--- src/rtl/regfile_pkg.sv ---
// Shared types and defaults for the multi-port register file.
package regfile_pkg;

  typedef enum logic [1:0] {
    IDLE,
    SCRUB,
    DONE
  } rf_state_t;

  localparam int DW_DEF    = 32;
  localparam int DEPTH_DEF = 32;

endpackage

--- src/rtl/regfile_scrub_fsm.sv ---
// Scrub sequencer for regfile_mp: walks every writable entry once, clearing it,
// and blocks/flags user writes while active.
module regfile_scrub_fsm
  import regfile_pkg::*;
#(
  parameter int DEPTH    = DEPTH_DEF,
  parameter int AW       = $clog2(DEPTH),
  parameter bit ZERO_REG = 1'b1
) (
  input  logic          CLK,
  input  logic          Reset_L,
  input  logic          clr_req,
  input  logic          wr_en,
  output logic          clr_busy,
  output logic          clr_done,
  output logic          wr_drop,
  output logic          scrub_we,
  output logic [AW-1:0] scrub_addr,
  output logic          wr_block
);

  localparam logic [AW-1:0] PTR_START = ZERO_REG ? AW'(1) : '0;
  localparam logic [AW-1:0] PTR_LAST  = AW'(DEPTH - 1);

  rf_state_t     state;
  rf_state_t     state_nxt;
  logic [AW-1:0] ptr;

  always_ff @(posedge CLK or negedge Reset_L) begin
    if (!Reset_L) begin
      state <= IDLE;
    end else begin
      state <= state_nxt;
    end
  end

  // Pointer holds at the last entry on the DONE transition instead of wrapping.
  always_ff @(posedge CLK or negedge Reset_L) begin
    if (!Reset_L) begin
      ptr     <= '0;
      wr_drop <= 1'b0;
    end else begin
      wr_drop <= (state == SCRUB) && wr_en;
      if ((state == IDLE) && clr_req) begin
        ptr <= PTR_START;
      end else if ((state == SCRUB) && (ptr != PTR_LAST)) begin
        ptr <= ptr + AW'(1);
      end
    end
  end

  always_comb begin
    state_nxt = state;
    unique case (state)
      IDLE:    if (clr_req) state_nxt = SCRUB;
      SCRUB:   if (ptr == PTR_LAST) state_nxt = DONE;
      DONE:    state_nxt = IDLE;
      default: state_nxt = IDLE;
    endcase
  end

  always_comb begin
    clr_busy   = (state == SCRUB);
    clr_done   = (state == DONE);
    scrub_we   = (state == SCRUB);
    wr_block   = (state == SCRUB);
    scrub_addr = ptr;
  end

endmodule

--- src/rtl/regfile_mp.sv ---
// Parametrised multi-read-port register file with optional zero entry and scrub engine.
// Define REGFILE_BYPASS_EN for write-through forwarding on same-cycle read/write collisions.
module regfile_mp
  import regfile_pkg::*;
#(
  parameter int DW       = DW_DEF,
  parameter int DEPTH    = DEPTH_DEF,
  parameter int AW       = $clog2(DEPTH),
  parameter int NUM_RD   = 2,
  parameter bit ZERO_REG = 1'b1
) (
  input  logic                 CLK,
  input  logic                 Reset_L,
  input  logic [NUM_RD*AW-1:0] rd_addr,
  output logic [NUM_RD*DW-1:0] rd_data,
  input  logic                 wr_en,
  input  logic [AW-1:0]        wr_addr,
  input  logic [DW-1:0]        wr_data,
  input  logic                 clr_req,
  output logic                 clr_busy,
  output logic                 clr_done,
  output logic                 wr_drop
);

  logic [DW-1:0] mem [DEPTH];
  logic          scrub_we;
  logic [AW-1:0] scrub_addr;
  logic          wr_block;
  logic          wr_accept;

  regfile_scrub_fsm #(
    .DEPTH    (DEPTH),
    .AW       (AW),
    .ZERO_REG (ZERO_REG)
  ) u_scrub (
    .CLK        (CLK),
    .Reset_L    (Reset_L),
    .clr_req    (clr_req),
    .wr_en      (wr_en),
    .clr_busy   (clr_busy),
    .clr_done   (clr_done),
    .wr_drop    (wr_drop),
    .scrub_we   (scrub_we),
    .scrub_addr (scrub_addr),
    .wr_block   (wr_block)
  );

  always_comb begin
    wr_accept = wr_en && !wr_block && !(ZERO_REG && (wr_addr == '0));
  end

  always_ff @(posedge CLK or negedge Reset_L) begin
    if (!Reset_L) begin
      for (int unsigned i = 0; i < DEPTH; i++) begin
        mem[i] <= '0;
      end
    end else if (scrub_we) begin
      mem[scrub_addr] <= '0;
    end else if (wr_accept) begin
      mem[wr_addr] <= wr_data;
    end
  end

  for (genvar p = 0; p < NUM_RD; p++) begin : g_rd
    logic [AW-1:0] addr;
    logic [DW-1:0] word;

    assign addr = rd_addr[p*AW +: AW];

    always_comb begin
      word = mem[addr];
`ifdef REGFILE_BYPASS_EN
      if (wr_accept && (addr == wr_addr)) begin
        word = wr_data;
      end
`endif
      if (ZERO_REG && (addr == '0)) begin
        word = '0;
      end
    end

    assign rd_data[p*DW +: DW] = word;
  end

endmodule
--- config.mk ---
export PLATFORM = sky130hd
export DESIGN_NAME = regfile_mp
export DESIGN_NICKNAME = d
export VERILOG_FILES = /design/src/rtl/regfile_pkg.sv /design/src/rtl/regfile_scrub_fsm.sv /design/src/rtl/regfile_mp.sv
export SDC_FILE = /design/constraint.sdc
export NUM_CORES = 2
export LEC_CHECK = 0
export CORE_MARGIN = 3
export CORE_UTILIZATION = 30
export DETAILED_ROUTE_END_ITERATION = 8
export PLACE_DENSITY_LB_ADDON = 0.08
export SYNTH_ARGS = -nofsm -noshare
export SYNTH_HDL_FRONTEND = slang
export SYNTH_HIERARCHICAL = 1
export SYNTH_SLANG_ARGS = --single-unit
--- constraint.sdc ---
create_clock -name CLK -period 3.7 [get_ports CLK]
set_clock_uncertainty 0.05 [all_clocks]
set_input_delay 0.925 -clock CLK [delete_from_list [all_inputs] [get_ports CLK]]
set_output_delay 0.925 -clock CLK [all_outputs]
set_load 0.05 [all_outputs]
## Word-level counts from Yosys, hierarchy flattened

Index checks and enable logic that the tools add are counted.
W data, S select, Z words.

- Register bits: 1032
- Word-level logic and storage cells: 90
- Input port bits: 51
- Output and inout bits: 67

- Order comparisons: 6
- Equal/unequal tests: 6
- Muxes and demuxes: 20
- Reductions and logical operators: 16
- Add/subtract/negate cells: 1
- Bitwise operators: 6

Operators by type and width:

| cell | count |
|---|---|
| $mux W1024 | 2 |
| $and A1024 B1024 Y1024 | 1 |
| $bwmux W1024 | 1 |
| $not A1024 Y1024 | 1 |
| $bmux W32 S5 | 2 |
| $demux W32 S5 | 2 |
| $mux W32 | 8 |
| $ge A6 B6 Y1 const B | 4 |
| $not A5 Y6 | 4 |
| $logic_not A5 Y1 | 3 |
| $lt A6 B1 Y1 const B | 2 |
| $mux W5 | 2 |
| $logic_and A1 B1 Y1 | 7 |
| $add A5 B1 Y5 const B | 1 |
| $eq A5 B5 Y1 const B | 1 |
| $ne A5 B5 Y1 const B | 1 |
| $mux W2 | 2 |
| $pmux W2 S2 | 1 |
| $reduce_bool A2 Y1 | 2 |
| $eq A2 B1 Y1 const B | 1 |
| $eq A2 B2 Y1 const B | 1 |
| $logic_not A1 Y1 | 2 |
| $logic_not A2 Y1 | 1 |
| $ne A2 B1 Y1 const B | 1 |
| other kinds (2) | 2 |

## Depth between registers and ports, before layout

- Depth after elaboration: 8
- Gate-level depth with buffers: 10
- Depth with buffers taken out: 6

## Modules after synthesis

Netlist, hierarchy kept.

By module, submodules not included:

| module | sequential area each (µm²) | area each (µm²) | cells an instance | times used |
|---|---|---|---|---|
| regfile_mp | 25624.6 | 52980.8 | 3763 | 1 |
| regfile_scrub_fsm | 200.2 | 402.9 | 37 | 1 |

## Worst setup path after synthesis

OpenSTA, ideal clock, no wires.

- Path kind: input to output
- From: input port rd_addr[0]
- To: output port rd_data[14]
- Cell stages on the path: 7
- Path buffers: 4
- Slack: -0.677 ns
- Data required time: 2.725 ns
- Arrival: 3.402 ns
- Path through: buf_2 > inv_1 > buf_2 > buf_1 > clkbuf_1 > o2111ai_1 > a311oi_1

- Word-level cells in the longest chain between the ends: 5

Ends and longest elaborated chain:

| what | line | RTL |
|---|---|---|
| start, declared | regfile_mp.sv:14 | `input logic [NUM_RD*AW-1:0] rd_addr,` |
| $not A5 Y6 (not written as such) | regfile_mp.sv:71 | `word = mem[addr];` |
| $bmux W32 S5 | regfile_mp.sv:71 |  |
| $mux W32 (not written as such) (2 in a row) | regfile_mp.sv:71 |  |
| $mux W32 * | regfile_mp.sv:77 | `if (ZERO_REG && (addr == '0)) begin` |
| end, declared | regfile_mp.sv:15 | `output logic [NUM_RD*DW-1:0] rd_data,` |

Every way passes the cells marked *; elsewhere a longest branch is shown, timed or not. The select of a mux whose other input is x is not followed.

## Worst setup path after layout

- From: input port rd_addr[7]
- To: output port rd_data[62]

Same word-level chain as after synthesis.

==> metrics.txt <==
total leakage power=31.4 nW; post-synth top area share=0.484; Starting Density=0.302; area leader, netlist=dfrtp_1; CP endpoint kind=primary output; CTS root buf=clkbuf_16; area of the multi-input gates=28,600 um2; Crit path required time=2.72 ns; grt total ovfl=0; Num CTS Buffers=131; core area=176,000 um2; total length of routed wires=254,000 um; status=complete, but fails checks; Final Core Density=0.409; via count=41,700; crit-path max FO=17; crit path kind=input pin to primary output; drc violations=0; Clk pwr share=0.412; worst min-delay path class=input pin to asynchronous set/reset pin; IO Count=118; CTS tree=yes; maximum clock rate=0.261 GHz; NetSw=9.65 mW; Overall Global Routing Usage=0.274; Worst-path clk slew=0.05 ns; Cells after DPL=6,406; Synth area leaders=dfrtp_1 48%, mux4_2 19%, a22o_1 16%; worst setup margin=-0.129 ns; Tmin final=3.83 ns; initial antenna violation count=2; Routed Antenna Nets=0; Worst R2R Setup Slack=0.66 ns; Crit path arrival time=2.85 ns; final hold violation count=0; final-report max-slew violation count=0; Final setup viols=44; pwr/cell area=438 nW/um2; Cell Area, Synth=53,400 um2; post-synthesis cell count=3,800; post-synthesis cell type count=49; Final Cycle Share=1.03; DIE AREA=183,000 um2; # nets final=4,348; relative slew slack=0.172; sequential share of the synthesized area=0.484; DR vias/cell=6.20; most instantiated cells after synthesis=1,032 x dfrtp_1, 995 x a22o_1, 448 x mux4_2; Primary FF master, synth=dfrtp_1; # H-tree levels=4; vias in the first global route=42,500; Place WS=-0.630 ns; first-pass GRT wire length=358,000 um; RSZ-0062 raised after global routing=true; DR iter-0 viols=4,436; RePlAce Congestion=0.837; Post-synth EDFFs=0; Seq pwr share=0.379; Storage cell area=25,800 um2; HPWL Detailed=155,000 um; clock sink count=1,032; I/O Buffers=117; Post-Layout Cell Count=6,730; Comb power frac=0.209; Internal=22.0 mW; Synth Register Bits=1,032; Avg Inst Size Synth=14.0 um2; ys async rst share=1.00; Hold-fix buffers, CTS=0; Max IR drop VDD=0.000312 V; max cap viols=0; share of layout cells above drive strength 1=0.433; Clk Latency, worst-skew pair=0.74 ns; die width=428 um; clk buf depth=3; failing checks=negative setup slack; synth warn=6; Cell Rows=154; area delta synth->final=35.3%; Switching Share=0.305; CP Launch Type=input pin; wire length per cell=37.7 um; FILL cells=16,200; Die Ht=428 um; Slew @ Worst Pin=1.24 ns; most instantiated library cell after synthesis=dfrtp_1; synthesized net count=3,853; largest net degree at the start of global routing=74; number of detailed-route iterations in the first pass=6
## through the flow
stage | hold WS (ns) | total power [mW] | setup TNS [ns] | instance area (um2)
after global routing | 0.162 | 32.6 | -2.55 | 72200
final | 0.176 | 31.6 | -1.95 | 72200
after CTS | 0.150 | 31.8 | -2.29 | 71400
after global placement | 0.437 | 18.2 | -23.27 | 63900
after floorplan | 0.417 | 14.9 | 0 | 54500
after detailed placement | 0.440 | 18.2 | -23.18 | 63900
## routing by layer
layer,global-route usage,vias up,wire [um]
met4,0.0916,0,9070
li1,-,16600,-
met2,0.421,1910,116000
met5,0,-,0
met3,0.0517,426,18300
met1,0.389,22800,111000
## kinds of logic (layout without fill, tap and decap cells)
logic type / after synthesis / count (layout) / share of synthesized area
AO/OA/AOI/OAI: 1397 / 1397 / 0.217
flip-flops: 1032 / 1032 / 0.484
adder cells (fa/ha/maj): 2 / 2 / 0.000469
AND/OR/NAND/NOR: 223 / 226 / 0.0284
buffers and inverters: 505 / 1090 / 0.0437
multiplexers: 641 / 641 / 0.227
other: 0 / 2 / 0
## state kept, by name, indices dropped and copies added (netlist names)
| register | cells |
|---|---|
| u_scrub/wr_drop | 1 |
| u_scrub/scrub_addr | 5 |
| u_scrub/state | 2 |
| mem | 1024 |
## area by class of cell
cell class,instances,area share
antenna,2,0.0000693
clock buffer,197,0.0537
clock inverter,29,0.00544
inverter,8,0.000520
multi-input combinational,2266,0.395
sequential,1032,0.358
tap,2340,0.0405
timing repair buffer,856,0.147
## final timing paths
path,from,endpoint,cells past startpoint
setup reg to reg,u_scrub/state[1],mem[943],8
hold reg to reg,mem[1001],mem[1001],1
setup / recovery,rd_addr[7],rd_data[62],8
hold / removal,Reset_L,mem[266],1
min in group CLK,mem[1001],mem[1001],1
max in group asynchronous,Reset_L,mem[632],2
## timing repair
action                                  CTS  global route
pin swaps                                84            65
resized for setup                       548           122
buffers inserted                         64            34
cloned                                   29             5
endpoints found under the setup margin   64            63
## layout by cell type, fill, tap and decap left out, drive strengths merged, types with 2 or more instances in the layout
cell type | synthesis | routed
ha | 2 | 2
o2111ai | 18 | 18
inv | 8 | 10
bufinv | 0 | 9
diode | 0 | 2
a221oi | 46 | 46
clkbuf | 281 | 202
mux2i | 128 | 128
or3b | 4 | 4
or2 | 3 | 3
and3 | 2 | 2
a22o | 995 | 995
nor3 | 30 | 30
and2 | 38 | 38
a21oi | 28 | 28
o21ai | 111 | 111
a211oi | 64 | 64
mux4 | 448 | 448
buf | 216 | 808
a31oi | 4 | 4
dfrtp | 1032 | 1032
a22oi | 64 | 64
clkinv | 0 | 18
nor2 | 16 | 17
nand2b | 6 | 6
mux2 | 65 | 65
or4 | 2 | 2
clkdlybuf4s50 | 0 | 42
nor2b | 72 | 74
nor4 | 3 | 3
nand2 | 39 | 39
a311oi | 64 | 64
nand3b | 3 | 3
## worst max-delay path: stages
cell      delay [ns]
buf_16          0.10
buf_16          0.17
buf_12          0.19
buf_16          0.19
mux4_2          0.32
a22oi_2         0.47
a311oi_4        0.21
buf_12          0.20
## power by group through the flow
stage	Sequential [mW]	Clock, mW	Combinational, mW
after floorplan	12.1	0	2.76
after global placement	12.2	0	6.05
after detailed placement	12.2	0	6.05
after CTS	12.0	13.3	6.49
after global routing	12.0	13.8	6.81
final	12.0	13.0	6.60
Power figures use the tool's default switching activity.
